<file path="src/rtl/phy_mdio_pkg.sv">
// Shared definitions for the Clause-22 PHY link monitor: FSM states, MDIO frame fields, frame geometry.
// Latency: n/a (types and constants only).
// Backpressure: n/a.
package phy_mdio_pkg;

    typedef enum logic [2:0] {
        IDLE,
        SETTLE,
        PREAMBLE,
        CMD,
        TA,
        DATA,
        DONE,
        WAIT
    } state_t;

    localparam logic [1:0] MDIO_ST       = 2'b01;
    localparam logic [1:0] MDIO_OP_READ  = 2'b10;

    localparam logic [4:0] REG_BMSR      = 5'd1;
    localparam int         BMSR_LINK_BIT = 2;

    // Frame geometry in MDC periods: 32 preamble, 14 command, 2 turnaround, 16 data.
    localparam int FRAME_BITS = 64;
    localparam int PRE_BITS   = 32;
    localparam int TA_START   = 46;

endpackage

</file>
<file path="src/rtl/phy_link_monitor_mdc_gen.sv">
// MDC divider: toggles mdc every MDC_DIV clk while enabled, with single-cycle rise/fall ticks.
// Latency: first rise MDC_DIV clk after en goes high; ticks are asserted in the clk before mdc changes.
// Backpressure: none; dropping en clears the divider and forces mdc low on the next clk.
//
// Ports: clk, rst (async, active-high), en (run divider), mdc (registered clock out),
//        rise/fall (high in the cycle whose closing edge raises/lowers mdc).
module mdc_gen #(
    parameter int MDC_DIV = 20
) (
    input  logic clk,
    input  logic rst,
    input  logic en,
    output logic mdc,
    output logic rise,
    output logic fall
);

    localparam int            CW       = $clog2(MDC_DIV);
    localparam logic [CW-1:0] DIV_LAST = CW'(MDC_DIV - 1);

    logic [CW-1:0] cnt_q;
    logic          mdc_q;
    logic          half_done;

    assign half_done = en && (cnt_q == DIV_LAST);
    assign rise      = half_done && !mdc_q;
    assign fall      = half_done && mdc_q;
    assign mdc       = mdc_q;

    always_ff @(posedge clk or posedge rst) begin
        if (rst) begin
            cnt_q <= '0;
            mdc_q <= 1'b0;
        end else if (!en) begin
            cnt_q <= '0;
            mdc_q <= 1'b0;
        end else if (half_done) begin
            cnt_q <= '0;
            mdc_q <= !mdc_q;
        end else begin
            cnt_q <= cnt_q + CW'(1);
        end
    end

endmodule

</file>
<file path="src/rtl/phy_link_monitor.sv">
// PHY link monitor: after PHY reset release and a settle delay, polls BMSR over MDIO and reports link/status.
// Latency: first frame SETTLE_CYCLES+1 clk after phy_rst_n rises; status_valid 128*MDC_DIV+1 clk after frame start.
// Backpressure: none; phy_rst_n low aborts any frame on the next clk and suppresses status_valid.
//
// Ports: clk, rst (async, active-high), phy_rst_n (PHY held in reset when low), mdio_i (pad input),
//        mdc/mdio_o/mdio_oe (MDIO master pins), link_up/status (last BMSR read),
//        status_valid (one-cycle update pulse), busy (frame in progress).
module phy_link_monitor
    import phy_mdio_pkg::*;
#(
    parameter logic [4:0] PHY_ADDR      = 5'd1,
    parameter int         MDC_DIV       = 20,
    parameter int         SETTLE_CYCLES = 1000,
    parameter int         POLL_CYCLES   = 125000
) (
    input  logic        clk,
    input  logic        rst,
    input  logic        phy_rst_n,
    input  logic        mdio_i,
    output logic        mdc,
    output logic        mdio_o,
    output logic        mdio_oe,
    output logic        link_up,
    output logic [15:0] status,
    output logic        status_valid,
    output logic        busy
);

    localparam logic [13:0] CMD_WORD    = {MDIO_ST, MDIO_OP_READ, PHY_ADDR, REG_BMSR};
    localparam logic [23:0] SETTLE_LAST = 24'(SETTLE_CYCLES - 1);
    localparam logic [23:0] POLL_LAST   = 24'(POLL_CYCLES - 1);
    localparam logic [5:0]  PRE_LAST    = 6'(PRE_BITS - 1);
    localparam logic [5:0]  CMD_LAST    = 6'(TA_START - 1);
    localparam logic [5:0]  TA_LAST     = 6'(TA_START + 1);
    localparam logic [5:0]  BIT_LAST    = 6'(FRAME_BITS - 1);

    state_t      state_q, state_d;
    logic [5:0]  bit_q, bit_d;
    logic [23:0] cnt_q, cnt_d;
    logic [13:0] tx_q, tx_d;
    logic [15:0] rx_q, rx_d;
    logic        mdio_o_q, mdio_o_d;
    logic        mdio_oe_q, mdio_oe_d;
    logic        link_q, link_d;
    logic [15:0] status_q, status_d;
    logic        valid_q, valid_d;
    logic        busy_q, busy_d;

    logic        mdc_en;
    logic        mdc_rise;
    logic        mdc_fall;

    // Gating with phy_rst_n lets an abort clear mdc on the same edge the FSM drops to IDLE.
    assign mdc_en = busy_q && phy_rst_n;

    mdc_gen #(
        .MDC_DIV (MDC_DIV)
    ) u_mdc_gen (
        .clk  (clk),
        .rst  (rst),
        .en   (mdc_en),
        .mdc  (mdc),
        .rise (mdc_rise),
        .fall (mdc_fall)
    );

    always_comb begin
        state_d   = state_q;
        bit_d     = bit_q;
        cnt_d     = cnt_q;
        tx_d      = tx_q;
        rx_d      = rx_q;
        mdio_o_d  = mdio_o_q;
        mdio_oe_d = mdio_oe_q;
        link_d    = link_q;
        status_d  = status_q;
        valid_d   = 1'b0;

        if (!phy_rst_n) begin
            state_d   = IDLE;
            bit_d     = '0;
            cnt_d     = '0;
            mdio_o_d  = 1'b1;
            mdio_oe_d = 1'b0;
            link_d    = 1'b0;
            status_d  = '0;
        end else begin
            unique case (state_q)
                IDLE: begin
                    state_d = SETTLE;
                    cnt_d   = '0;
                end
                SETTLE, WAIT: begin
                    if (cnt_q == ((state_q == SETTLE) ? SETTLE_LAST : POLL_LAST)) begin
                        // Frame start: mdc is still low, so bit 0 of the preamble goes out now.
                        state_d   = PREAMBLE;
                        cnt_d     = '0;
                        bit_d     = '0;
                        tx_d      = CMD_WORD;
                        mdio_o_d  = 1'b1;
                        mdio_oe_d = 1'b1;
                    end else begin
                        cnt_d = cnt_q + 24'd1;
                    end
                end
                PREAMBLE: begin
                    if (mdc_fall) begin
                        bit_d = bit_q + 6'd1;
                        if (bit_q == PRE_LAST) begin
                            state_d  = CMD;
                            mdio_o_d = tx_q[13];
                            tx_d     = {tx_q[12:0], 1'b0};
                        end
                    end
                end
                CMD: begin
                    if (mdc_fall) begin
                        bit_d = bit_q + 6'd1;
                        if (bit_q == CMD_LAST) begin
                            // Release the line for turnaround; it stays released through DATA.
                            state_d   = TA;
                            mdio_o_d  = 1'b1;
                            mdio_oe_d = 1'b0;
                        end else begin
                            mdio_o_d = tx_q[13];
                            tx_d     = {tx_q[12:0], 1'b0};
                        end
                    end
                end
                TA: begin
                    if (mdc_fall) begin
                        bit_d = bit_q + 6'd1;
                        if (bit_q == TA_LAST) begin
                            state_d = DATA;
                        end
                    end
                end
                DATA: begin
                    if (mdc_rise) begin
                        rx_d = {rx_q[14:0], mdio_i};
                    end
                    if (mdc_fall) begin
                        if (bit_q == BIT_LAST) begin
                            state_d = DONE;
                        end else begin
                            bit_d = bit_q + 6'd1;
                        end
                    end
                end
                DONE: begin
                    state_d  = WAIT;
                    cnt_d    = '0;
                    bit_d    = '0;
                    status_d = rx_q;
                    link_d   = rx_q[BMSR_LINK_BIT];
                    valid_d  = 1'b1;
                end
            endcase
        end

        busy_d = (state_d == PREAMBLE) || (state_d == CMD) ||
                 (state_d == TA) || (state_d == DATA);
    end

    always_ff @(posedge clk or posedge rst) begin
        if (rst) begin
            state_q   <= IDLE;
            bit_q     <= '0;
            cnt_q     <= '0;
            tx_q      <= '0;
            rx_q      <= '0;
            mdio_o_q  <= 1'b1;
            mdio_oe_q <= 1'b0;
            link_q    <= 1'b0;
            status_q  <= '0;
            valid_q   <= 1'b0;
            busy_q    <= 1'b0;
        end else begin
            state_q   <= state_d;
            bit_q     <= bit_d;
            cnt_q     <= cnt_d;
            tx_q      <= tx_d;
            rx_q      <= rx_d;
            mdio_o_q  <= mdio_o_d;
            mdio_oe_q <= mdio_oe_d;
            link_q    <= link_d;
            status_q  <= status_d;
            valid_q   <= valid_d;
            busy_q    <= busy_d;
        end
    end

    assign mdio_o       = mdio_o_q;
    assign mdio_oe      = mdio_oe_q;
    assign link_up      = link_q;
    assign status       = status_q;
    assign status_valid = valid_q;
    assign busy         = busy_q;

endmodule

</file>
<file path="config.mk">
export PLATFORM = sky130hd
export DESIGN_NAME = phy_link_monitor
export DESIGN_NICKNAME = d
export VERILOG_FILES = /design/src/rtl/phy_mdio_pkg.sv /design/src/rtl/phy_link_monitor_mdc_gen.sv /design/src/rtl/phy_link_monitor.sv
export SDC_FILE = /design/constraint.sdc
export NUM_CORES = 1
export LEC_CHECK = 0
export CAP_MARGIN = 40
export CORE_AREA = 2 2 88 90
export DETAILED_ROUTE_END_ITERATION = 6
export DIE_AREA = 0 0 90 92
export MAX_ROUTING_LAYER = met4
export PLACE_DENSITY = 0.89
export SYNTH_ARGS = -nofsm -noshare
export SYNTH_HDL_FRONTEND = slang
export SYNTH_HIERARCHICAL = 1
export SYNTH_SLANG_ARGS = --single-unit
</file>
<file path="constraint.sdc">
create_clock -name clk -period 7.03 [get_ports clk]
set_clock_uncertainty 0.1 [all_clocks]
set_input_delay 1.0545 -clock clk [delete_from_list [all_inputs] [get_ports clk]]
set_output_delay 1.0545 -clock clk [all_outputs]
set_load 0.1 [all_outputs]
</file>
Word level (Yosys, flattened, before mapping) --
Cells that the tools add are included.
Word-level totals: word-level logic and storage cells 118, input port bits 4, register bits after elaboration 90, output and inout bits 22
Cells by class: reductions and logical operators 18, add/sub/neg operators 3, equality and inequality tests 36, muxes and demuxes 48
Operators with widths (number):
- $mux W14 | 5
- $mux W24 | 2
- $pmux W24 S2 | 1
- $pmux W14 S3 | 1
- $mux W16 | 2
- $mux W3 | 10
- $mux W6 | 5
- $add A24 B1 Y24 const B | 1
- $eq A24 B17 Y1 | 1
- $pmux W6 S4 | 1
- $ne A3 B3 Y1 const B | 7
- $pmux W3 S7 | 1
- $eq A3 B3 Y1 const B | 6
- $eq A6 B6 Y1 const B | 3
- $mux W17 | 1
- $mux W1 | 15
- $eq A3 B2 Y1 const B | 4
- $ne A2 B2 Y1 const B | 6
- $mux W5 | 2
- $reduce_and A5 Y1 | 2
- $reduce_and A7 Y1 | 1
- $add A6 B1 Y6 const B | 1
- $eq A6 B5 Y1 const B | 1
- $ne A3 B2 Y1 const B | 2
- 18 further kinds | 24

Depth between registers and ports, before layout --
depth in word-level cells 10, depth in mapped cells 12, gate-level depth less buffers 8

By module --
The synthesis kept the hierarchy.
By module, submodules not included:
- phy_link_monitor | seq. area each 2078.2 um2, cells each 398, area an instance 4212.8 um2, times used 1
- mdc_gen | seq. area each 150.1 um2, cells each 30, area an instance 310.3 um2, times used 1

Worst setup path before layout --
Ideal clock, no wire load.
kind input-to-reg, from in phy_rst_n, to reg tx_q[1], arrival time 3312 ps, library setup time 121 ps, data required time 6809 ps, slack 3497 ps, buffers on the path 5, cell stages on the path 12, cells stage by stage clkbuf_1 buf_2 clkbuf_1 and2_1 and3_2 clkbuf_1 nand2b_1 o311a_1 inv_1 o2111ai_4 buf_4 a22o_1
Between the ends: cells in the longest elaborated chain, start to end 5, elaborated cells on any way between the ends 6, those cells by class eq/ne: 2; reduce/logical: 4
RTL lines:
- start: declaration | line phy_link_monitor.sv:18 | input logic phy_rst_n,
- $logic_and A1 B1 Y1 * | line phy_link_monitor.sv:54 | assign mdc_en = busy_q && phy_rst_n;
- via mdc_en | line phy_link_monitor.sv:49 | logic mdc_en;
- $logic_and A1 B1 Y1 * | line phy_link_monitor_mdc_gen.sv:25 | assign half_done = en && (cnt_q == DIV_LAST);
- $logic_and A1 B1 Y1 * | line phy_link_monitor_mdc_gen.sv:27 | assign fall = half_done && mdc_q;
- via mdc_fall | line phy_link_monitor.sv:51 | logic mdc_fall;
- $ne A2 B2 Y1 (no line)
- $reduce_and A7 Y1 (no line) *
- end signal: assignment | line phy_link_monitor.sv:182 | tx_q <= tx_d;
- end: declaration | line phy_link_monitor.sv:40 | logic [13:0] tx_q, tx_d;
Mark *: on every way through the listed nets, which the timed path passes. The rest lies on a longest branch. A chain may end at the register's enable or synchronous reset.

Worst setup path in the final report --
from in phy_rst_n, to reg rx_q[14]
Between the ends: cells in the longest elaborated chain, start to end 4
RTL lines:
- $logic_and A1 B1 Y1 | line phy_link_monitor.sv:54
- via mdc_en | line phy_link_monitor.sv:49
- $logic_and A1 B1 Y1 | line phy_link_monitor_mdc_gen.sv:25
- $logic_and A1 B1 Y1 | line phy_link_monitor_mdc_gen.sv:26 | assign rise = half_done && !mdc_q;
- via mdc_rise | line phy_link_monitor.sv:50 | logic mdc_rise;
- $reduce_and A3 Y1 (no line)
- end signal: assignment | line phy_link_monitor.sv:183 | rx_q <= rx_d;
- end: declaration | line phy_link_monitor.sv:41 | logic [15:0] rx_q, rx_d;
The timed path passes the listed nets, and every way through them passes these cells.

==> results by group <==
Logic synthesis
  • Avg Cell Area, Syn: 10.6 sq um
  • EDFF count, synth: 0
  • Net count after synthesis: ~440
  • Gate count of the mapped netlist: 428
  • Synthesis-stage register bit count: around 90
  • Proportion of netlist area held by the largest area contributor: between 40% and 50%
  • Library cells used by synthesis: between 70 and 80
  • Largest area contributor in the netlist: sky130_fd_sc_hd__dfrtp_1
  • Cells taking the most area after synthesis: sky130_fd_sc_hd__dfrtp_1, sky130_fd_sc_hd__a22o_1, sky130_fd_sc_hd__mux2_2, sky130_fd_sc_hd__nand2_1, sky130_fd_sc_hd__nand3_1
  • Synth warnings: 6
  • Netlist area before placement: about 4500 sq um
  • Share of async-settable or async-resettable flops after synthesis: between 90% and 100%
  • Sequential-to-total area share from yosys stat: 49.3%
  • Dominant register cell in the synthesized netlist: sky130_fd_sc_hd__dfrtp_1

Place
  • Final RePlAce weighted congestion: between 0.9 and 1
  • Area after DPL: roughly 5100 sq um
  • DP HPWL: around 6900 um
  • Port-buffer cells: 25

Clock tree
  • Hold buffer count at CTS: 0
  • Clock root buffer: sky130_fd_sc_hd__clkbuf_8
  • Post-CTS setup repair buffer count: 0
  • Number of buffers created by CTS: 9
  • PostCTS Resize Cnt: 0
  • Longest Clk Path Bufs: 2
  • Clock Latency Late Sink: 0.37 ns
  • Number of clock sinks seen by CTS: a little under 90
  • Clock tree from TritonCTS: yes
  • Htree depth: 3
  • Clock transition at path regs: 0.09 ns

GRT
  • Met1 Use GR: between 30% and 40%
  • Initial antenna violation count: 0
  • Top Usage Layer GRT: met2
  • Pin count of the biggest net entering global routing: 71
  • GR Util All Layers: 28.1%
  • Total grt overflow: 0
  • Global-route wire length before repair: approximately 18000 um
  • Routing usage on met3: roughly 5.7%
  • Number of global-route vias before repair: 3469
  • Routing usage on met2: between 40% and 50%

Layout
  • Number of antenna diodes: 0
  • Share of post-route cells with drive strength above 1: 18.1%
  • Net total in the final layout: around 470
  • Final cell area excluding filler cells: between 5000 and 6000 sq um
  • Post-synthesis to final-layout area growth: 17.3%
  • Utilization after layout: slightly above 70%

STA
  • Max transition margin: about 42%
  • Max-slew violation total from the final report: 0
  • Endpoints failing setup: 0
  • Actual slew at the worst max-slew pin: ~0.87 ns
  • Unrepaired setup endpoints after global routing: no
  • Final period demand of the worst path: between 3 and 4 ns
  • Hold slack final: about 0.41 ns
  • Period Utilization, post-route: a little over half
  • Fin. Hold Viols: 0
  • Fmax: approximately 270 MHz
  • Setup tns final: 0 ns

Drt
  • Vias per inst: ~6.3
  • First-pass detailed-route iteration total: 4
  • DR vias: about 3.6k
  • Count of antenna-violating nets left after detailed routing: 0
  • Number of design-rule violations left by the first detailed-router iteration: ~320
  • Wire length per cell after detailed routing: 18.6 um
  • DR DRC count: 0
  • Sum of routed wire length over all layers: roughly 11000 um

Floorplanning
  • Core region area: between 7000 and 8000 sq um
  • Starting Density: between 60 and 70%
  • Die area: about 8300 sq um
  • Die Height: roughly 90 um
  • Top-Level Pins: 26
  • Die Width: about 90 um
  • Number of rows created at floorplan: 32

Pwr
  • Lkg Pwr: about 2.3 nW
  • Total power divided by cell area: about 170 nW/um^2
  • Total Power Consumption: 0.882 mW
  • Largest voltage drop on the vdd net: around 0.00014 V

Hold path
  • Hold depth: 1
  • Endpoint, Worst Hold: u_mdc_gen/cnt_q[0]
  • Worst hold path startpoint: u_mdc_gen/cnt_q[0]
  • Worst min-delay path category: flop to flop

Critical path
  • CP required: about 7.2 ns
  • Setup Crit Path Kind: input pin to flop
  • List of cells traversed by the critical path: clkdlybuf4s50_1 -> and2_1 -> nand2_1 -> nor2_1 -> nand2_1 -> nor2_2 -> mux2_2
  • Cell depth of the worst flop-to-flop path: 4
  • Endpoint class of the critical path: flop
  • Dominant cell type by count on the critical path: sky130_fd_sc_hd__nand2_1
  • Critical Path Source Type: input pin
  • Start of the worst register-to-register path: state_q[1]
  • Slowest stage cell on the critical path: sky130_fd_sc_hd__clkdlybuf4s50_1
  • Critical path's top delay family: simple AND/OR/NAND/NOR gates
  • R2R setup slack: 4.40 ns
  • Buffers plus inverters on the worst setup path: 1
  • Maximum fanout along the worst path: 27
  • R2r endpoint: cnt_q[19]
  • Max incr delay on CP: 1.03 ns
  • CP Data Arrival Time: a little under 4 ns

Run
  • Max-capacitance violation count: 0

Run status
  • Outcome: complete, no violations
==> per-layer routing <==
layer,share of wire (%),routed length [um]
met5,0,0
met4,2.4,248
met3,5.5,575
met2,50,5280
met1,42,4430
==> logic make-up after synthesis <==
kind of cell / after synthesis / share of synthesized area (%)
AO/OA/AOI/OAI: 101 / 16.9
XOR/XNOR: 10 / 1.94
adder cells (fa/ha/maj): 4 / 1.11
buffers and inverters: 46 / 4.76
flip-flops: 89 / 49.3
multiplexers: 18 / 4.45
AND/OR/NAND/NOR: 160 / 21.6
==> state kept, by name (all words and copies together), names as in the netlist <==
| name | count |
|---|---|
| state_q | 3 |
| mdio_o | 1 |
| status | 15 |
| cnt_q | 24 |
| rx_q | 16 |
| mdio_oe | 1 |
| status_valid | 1 |
| link_up | 1 |
| bit_q | 6 |
| busy | 1 |
| u_mdc_gen/cnt_q | 5 |
| tx_q | 14 |
| u_mdc_gen/mdc | 1 |
==> layout make-up <==
cell class | count | area [sq um]
fill | 517 | 2140
sequential | 89 | 2230
clock buffer | 9 | 124
inverter | 16 | 61.3
timing repair buffer | 50 | 627
tap | 102 | 128
clock inverter | 7 | 60.1
multi-input combinational | 293 | 2080
==> layout by cell type (no fill, tap or decap), types with 3 or more instances in the layout <==
| master | n |
|---|---|
| sky130_fd_sc_hd__nand3_1 | 19 |
| sky130_fd_sc_hd__o31ai_1 | 3 |
| sky130_fd_sc_hd__and3_1 | 10 |
| sky130_fd_sc_hd__nor3b_1 | 7 |
| sky130_fd_sc_hd__a22o_1 | 27 |
| sky130_fd_sc_hd__nor3_1 | 5 |
| sky130_fd_sc_hd__a31oi_1 | 11 |
| sky130_fd_sc_hd__nand4_1 | 9 |
| sky130_fd_sc_hd__o21ai_0 | 15 |
| sky130_fd_sc_hd__buf_8 | 22 |
| sky130_fd_sc_hd__inv_1 | 15 |
| sky130_fd_sc_hd__xnor2_1 | 6 |
| sky130_fd_sc_hd__inv_6 | 3 |
| sky130_fd_sc_hd__o21a_1 | 3 |
| sky130_fd_sc_hd__and2_1 | 7 |
| sky130_fd_sc_hd__ha_1 | 4 |
| sky130_fd_sc_hd__and4_1 | 4 |
| sky130_fd_sc_hd__clkbuf_8 | 9 |
| sky130_fd_sc_hd__nor2_1 | 12 |
| sky130_fd_sc_hd__xor2_1 | 4 |
| sky130_fd_sc_hd__nand2b_1 | 3 |
| sky130_fd_sc_hd__a21oi_1 | 13 |
| sky130_fd_sc_hd__dfrtp_1 | 88 |
| sky130_fd_sc_hd__or3_1 | 5 |
| sky130_fd_sc_hd__mux2_2 | 16 |
| sky130_fd_sc_hd__nor2b_1 | 6 |
| sky130_fd_sc_hd__clkdlybuf4s50_1 | 25 |
| sky130_fd_sc_hd__a22oi_1 | 4 |
| sky130_fd_sc_hd__nand2_1 | 42 |
| sky130_fd_sc_hd__o21ai_1 | 3 |
| sky130_fd_sc_hd__clkinvlp_4 | 3 |
==> where the power goes <==
group,internal (mW),total [mW],leakage (nW),switching (mW)
clock,0.135,0.336,0.0848,0.202
sequential,0.512,0.515,1.22,0.00221
combinational,0.00849,0.0316,1.01,0.0232
total,0.655,0.882,2.31,0.227
==> worst max-delay path by stage <==
stage | slack, ns | from | to | cells past startpoint
2_1_floorplan | 3.50 | phy_rst_n | tx_q[1] | 12
3_3_place_gp | 3.11 | phy_rst_n | tx_q[13] | 8
3_5_place_dp | 2.96 | phy_rst_n | tx_q[9] | 8
4_1_cts | 3.28 | phy_rst_n | rx_q[14] | 7
5_1_grt | 3.08 | phy_rst_n | tx_q[3] | 8
6_report | 3.27 | phy_rst_n | rx_q[14] | 7
==> Yosys cell counts (3+ instances only) <==
cell,count
sky130_fd_sc_hd__nand2b_1,3
sky130_fd_sc_hd__buf_2,18
sky130_fd_sc_hd__a22o_1,27
sky130_fd_sc_hd__ha_1,4
sky130_fd_sc_hd__a22oi_1,4
sky130_fd_sc_hd__and3_1,10
sky130_fd_sc_hd__and2_1,7
sky130_fd_sc_hd__clkbuf_1,6
sky130_fd_sc_hd__or3_1,5
sky130_fd_sc_hd__o21ai_0,15
sky130_fd_sc_hd__o31ai_1,3
sky130_fd_sc_hd__nand2_1,42
sky130_fd_sc_hd__o21ai_1,3
sky130_fd_sc_hd__a31oi_1,11
sky130_fd_sc_hd__inv_1,16
sky130_fd_sc_hd__buf_4,5
sky130_fd_sc_hd__and4_1,4
sky130_fd_sc_hd__nand3_1,19
sky130_fd_sc_hd__nor2_1,12
sky130_fd_sc_hd__xnor2_1,6
sky130_fd_sc_hd__dfrtp_1,88
sky130_fd_sc_hd__o21a_1,3
sky130_fd_sc_hd__nand4_1,9
sky130_fd_sc_hd__mux2_2,16
sky130_fd_sc_hd__a21oi_1,13
sky130_fd_sc_hd__nor3b_1,7
sky130_fd_sc_hd__nor3_1,5
sky130_fd_sc_hd__nor2b_1,6
sky130_fd_sc_hd__xor2_1,4
==> worst reg2reg max path, stage by stage, from the launching register on <==
cell and delay (ns):
sky130_fd_sc_hd__dfrtp_1 0.59, sky130_fd_sc_hd__xnor2_1 0.40, sky130_fd_sc_hd__and3_1 0.72, sky130_fd_sc_hd__nand2_1 0.41
sky130_fd_sc_hd__o31ai_1 0.33
==> metrics by stage <==
stage / std cells / setup slack [ns]
after floorplan: 428 / 3.50
after global placement: 526 / 3.11
after detailed placement: 550 / 2.96
after CTS: 566 / 3.28
after global routing: 566 / 3.08
final: 566 / 3.27
Power figures use the tool's default switching activity.
